<file path="src/rtl/int_div_seq.sv">
// Iterative restoring divider: one quotient bit per cycle using an external subtractor.
// Optional two's-complement operation is enabled by defining INT_DIV_SIGNED_EN.
module int_div_seq #(
  parameter int WIDTH = 4
) (
  input  logic             clk,
  input  logic             rst_n,
  input  logic             start,
  input  logic [WIDTH-1:0] dividend,
  input  logic [WIDTH-1:0] divisor,
  output logic             busy,
  output logic             done,
  output logic [WIDTH-1:0] quotient,
  output logic [WIDTH-1:0] remainder,
  output logic             div_by_zero,
  output logic [WIDTH-1:0] sub_a,
  output logic [WIDTH-1:0] sub_b,
  input  logic [WIDTH-1:0] sub_diff,
  input  logic             sub_bout
);

  localparam int CW = $clog2(WIDTH + 1);

  typedef enum logic [1:0] {IDLE, RUN, FIN} state_t;

  state_t           state;
  logic [WIDTH-1:0] dv;
  logic [WIDTH-1:0] q;
  logic [WIDTH-1:0] rem;
  logic [CW-1:0]    count;
  logic             dz;
  logic [WIDTH-1:0] shifted;
  logic [WIDTH-1:0] op_a;
  logic [WIDTH-1:0] op_b;
  logic [WIDTH-1:0] q_final;
  logic [WIDTH-1:0] r_final;

`ifdef INT_DIV_SIGNED_EN
  logic neg_q;
  logic neg_r;

  // The core only ever sees magnitudes; most-negative maps onto itself, read as unsigned.
  assign op_a    = dividend[WIDTH-1] ? (~dividend + 1'b1) : dividend;
  assign op_b    = divisor[WIDTH-1]  ? (~divisor + 1'b1)  : divisor;
  assign q_final = neg_q ? (~q + 1'b1) : q;
  assign r_final = neg_r ? (~rem + 1'b1) : rem;
`else
  assign op_a    = dividend;
  assign op_b    = divisor;
  assign q_final = q;
  assign r_final = rem;
`endif

  // The partial remainder is below both dv and 2^i here, so the shift never loses a bit.
  assign shifted = {rem[WIDTH-2:0], q[WIDTH-1]};
  assign sub_a   = (state == RUN) ? shifted : '0;
  assign sub_b   = (state == RUN) ? dv : '0;

  always_ff @(posedge clk or negedge rst_n) begin
    if (!rst_n) begin
      state       <= IDLE;
      busy        <= 1'b0;
      done        <= 1'b0;
      quotient    <= '0;
      remainder   <= '0;
      div_by_zero <= 1'b0;
      dv          <= '0;
      q           <= '0;
      rem         <= '0;
      count       <= '0;
      dz          <= 1'b0;
`ifdef INT_DIV_SIGNED_EN
      neg_q       <= 1'b0;
      neg_r       <= 1'b0;
`endif
    end else begin
      done <= 1'b0;
      case (state)
        IDLE: begin
          // The cycle showing done belongs to the finishing operation, so start waits one more.
          if (start && !done) begin
            busy <= 1'b1;
            rem  <= '0;
`ifdef INT_DIV_SIGNED_EN
            neg_q <= dividend[WIDTH-1] ^ divisor[WIDTH-1];
            neg_r <= dividend[WIDTH-1];
`endif
            if (divisor == '0) begin
              dz    <= 1'b1;
              q     <= dividend;
              dv    <= '0;
              count <= '0;
              state <= FIN;
            end else begin
              dz    <= 1'b0;
              q     <= op_a;
              dv    <= op_b;
              count <= CW'(WIDTH);
              state <= RUN;
            end
          end
        end
        RUN: begin
          rem   <= sub_bout ? shifted : sub_diff;
          q     <= {q[WIDTH-2:0], ~sub_bout};
          count <= count - 1'b1;
          if (count == CW'(1)) state <= FIN;
        end
        FIN: begin
          busy  <= 1'b0;
          done  <= 1'b1;
          state <= IDLE;
          if (dz) begin
            quotient    <= '1;
            remainder   <= q;
            div_by_zero <= 1'b1;
          end else begin
            quotient    <= q_final;
            remainder   <= r_final;
            div_by_zero <= 1'b0;
          end
        end
        default: state <= IDLE;
      endcase
    end
  end

endmodule
</file>
<file path="config.mk">
export PLATFORM = sky130hd
export DESIGN_NAME = int_div_seq
export DESIGN_NICKNAME = d
export VERILOG_FILES = /design/src/rtl/int_div_seq.sv
export SDC_FILE = /design/constraint.sdc
export NUM_CORES = 1
export LEC_CHECK = 0
export BUFFER_PORTS_ARGS = -buffer_cell sky130_fd_sc_hd__buf_4
export CAP_MARGIN = 20
export CORE_ASPECT_RATIO = 1.1
export CORE_MARGIN = 2
export CORE_UTILIZATION = 45
export CTS_CLUSTER_DIAMETER = 40
export DETAILED_ROUTE_END_ITERATION = 7
export PLACE_DENSITY_LB_ADDON = 0.12
export SETUP_SLACK_MARGIN = 0.4
export SLEW_MARGIN = 20
export SYNTH_ARGS = -nofsm -noshare
export SYNTH_HDL_FRONTEND = slang
export SYNTH_SLANG_ARGS = --single-unit
export TNS_END_PERCENT = 100
</file>
<file path="constraint.sdc">
create_clock -name clk -period 3.95 [get_ports clk]
set_input_delay 0.1975 -clock clk [delete_from_list [all_inputs] [get_ports clk]]
set_output_delay 0.1975 -clock clk [all_outputs]
set_load 0.1 [all_outputs]
</file>
==> results by group <==
Run
  • MaxCap Viol Count: 0

Clock network
  • Clock buffer depth: 2
  • Sinks on the clock net: 29
  • Cts hold-fix bufs: 1
  • Worst-path clk slew: 0.08 ns
  • Num CTS Buffers: 5
  • Post-CTS setup buffer count: 0
  • Worst skew pair latency: 0.32 ns
  • Post-cts resize count: 0
  • CTS H-tree lvls: 2
  • CTS tree: done
  • Root buf cell: clkbuf_4

Floorplanning
  • Die H: roughly 62 um
  • # rows: 21
  • Die span in x: 56.8 um
  • Die area: approximately 3500 um^2
  • Ports: 35
  • Starting Density: a little under half
  • Core area: 3000 um^2

STA
  • Final setup fails: 0
  • Fin crit period: 1.98 ns
  • Final hold vios: 0
  • Final period util: 50.0%
  • Post-route clock skew: 0.00376 ns
  • RSZ-0062 raised after global routing: false
  • Worst slew margin: approximately half
  • Maximum clock rate: 0.506 GHz
  • Slew @ Worst Pin: 0.765 ns
  • Slew Viols, Final: 0
  • Setup TNS: 0 ns

Setup path
  • R2R cell count: 2
  • Crit start category: flop
  • Critical Path Fanout Max: 12
  • Req. time, crit path: 3.75 ns
  • Slowest cell on crit path: dfrtp_1
  • Largest stage delay on the critical path: 0.58 ns
  • CP Capture Type: primary output
  • Cell breakdown of the critical path: and2b_1 > and2_1 > buf_4
  • Crit Path Category: reg -> out
  • Data arrival, critical path: 1.78 ns

Global routing
  • Pin count of the biggest net entering global routing: 30
  • Total track usage: 16.5%
  • Initial antenna violation count: 0
  • Vias in the first global route: between 900 and 1000
  • Total congestion overflow: 0
  • Wire length of the first global-routing pass: ~4300 um

Routing
  • Drc violations: 0
  • Avg Vias per Cell: slightly above 5
  • Router iterations before antenna repair: 3
  • DRT iter0 DRCs: 16
  • Via count: 1021
  • Wire length per cell: 13.8 um
  • Antenna violation net count after detailed routing: 0
  • Routed WL: 2720 um

Worst hold path
  • Hold depth: 2
  • Hold Crit Class: in -> reg

Synthesis
  • Area leader, netlist: dfrtp_1
  • Largest cells by area after synthesis: dfrtp_1, mux2i_1, nand2_1, and2_1, o21ai_0
  • Seq/Total Area, Yosys: 52.6%
  • Netlist cell types: 31
  • Main synth FF type: dfrtp_1
  • Ys async rst share: 100%
  • Syn nets: between 100 and 150
  • Mapped Cells: 130
  • Seq cells post-synth: 29
  • Share of the synthesized area in the top cell type: ~53%
  • Post-synth EDFFs: 0
  • Mapped Area: 1380 um^2
  • YS warnings: 0
  • Mean post-synth cell area: 10.6 um^2

Status
  • Status: completed

Final layout
  • Layout overhead on the synthesized area: 22.4%
  • Most common cell after layout, fill and taps aside: buf_4
  • Area of the multi-input gates: 574 um^2
  • Register area: 726 um^2
  • Most frequent cells in the layout: buf_4, dfrtp_1, nand2_1
  • # nets final: 181
  • Layout cell share with drive strength beyond 1: 29.4%
  • Ant. Diodes: 0
  • Fillcell total: approximately 290

Placed design
  • I/O Buffers: 34
  • GPL Wtd Cong: 0.790
  • HPWL Detailed: 1950 um
[worst paths after layout]
kind | from | end | slack [ns]
max in group asynchronous | rst_n | count[1] | 3.35
min reg2reg | remainder[0] | remainder[0] | 0.48
min | divisor[0] | dv[0] | 0.12
min in group asynchronous | rst_n | quotient[3] | 0.33
max | state[0] | sub_a[0] | 1.97
max reg2reg | state[0] | dv[1] | 2.18
[registers in the layout, indices dropped and copies added, names as in the netlist, 2 cells and up]
signal	count
q	4
count	3
r_final	4
quotient	4
remainder	4
state	2
dv	4
[critical path: cells and delay by family (launching register included)]
| kind | cells | cell delay (ns) |
|---|---|---|
| buffers and inverters | 1 | 0.30 |
| DFF | 1 | 0.58 |
| and+or+nand+nor | 2 | 0.58 |
[metal layers]
metal / wire length [um] / up-vias / global-route usage, %
li1: - / 512 / -
met1: 1230 / 479 / 19.8
met2: 1290 / 25 / 28.1
met3: 146 / 5 / 5.80
met4: 44 / 0 / 5.98
met5: 0 / - / 0
[kinds of logic (layout without fill, tap and decap cells)]
| kind of cell | Yosys count | count (layout) | synth area share [%] |
|---|---|---|---|
| flip-flops | 29 | 29 | 52.6 |
| buffers and inverters | 16 | 49 | 5.80 |
| multiplexers | 12 | 12 | 9.34 |
| adder cells (fa/ha/maj) | 2 | 2 | 1.81 |
| AO/OA/AOI/OAI | 29 | 29 | 14.6 |
| AND/OR/NAND/NOR | 42 | 42 | 15.9 |
[metrics by stage]
stage	util (%)	hold slack, ns	setup WS, ns	cell area (um^2)	cells
2_1_floorplan	-	-0.0981	2.09	1380	130
3_3_place_gp	54.2	0.137	2.20	1620	189
3_5_place_dp	54.2	0.143	2.17	1620	189
4_1_cts	56.4	0.105	1.96	1690	197
5_1_grt	56.4	0.0990	1.86	1690	197
6_report	56.4	0.115	1.97	1690	197
[cells in the mapped netlist (2+ instances only)]
cell type,instances
dfrtp_1,29
nand2_1,17
o21ai_0,10
nor2_1,9
and2_1,8
mux2i_1,8
inv_1,6
o22ai_1,6
clkbuf_1,4
o22a_1,4
a2bb2oi_1,3
mux2_2,3
buf_6,2
ha_1,2
nand2b_1,2
nor2b_1,2
[layout make-up]
| type | count | share of cell area, % |
|---|---|---|
| clock buffer | 7 | 3.26 |
| inverter | 7 | 1.56 |
| multi-input combinational | 85 | 34.0 |
| sequential | 29 | 43.0 |
| tap | 34 | 2.52 |
| timing repair buffer | 35 | 15.7 |
Power is not shown: default switching activity piles up to over one toggle a cycle in this logic, so the estimate is an artifact.
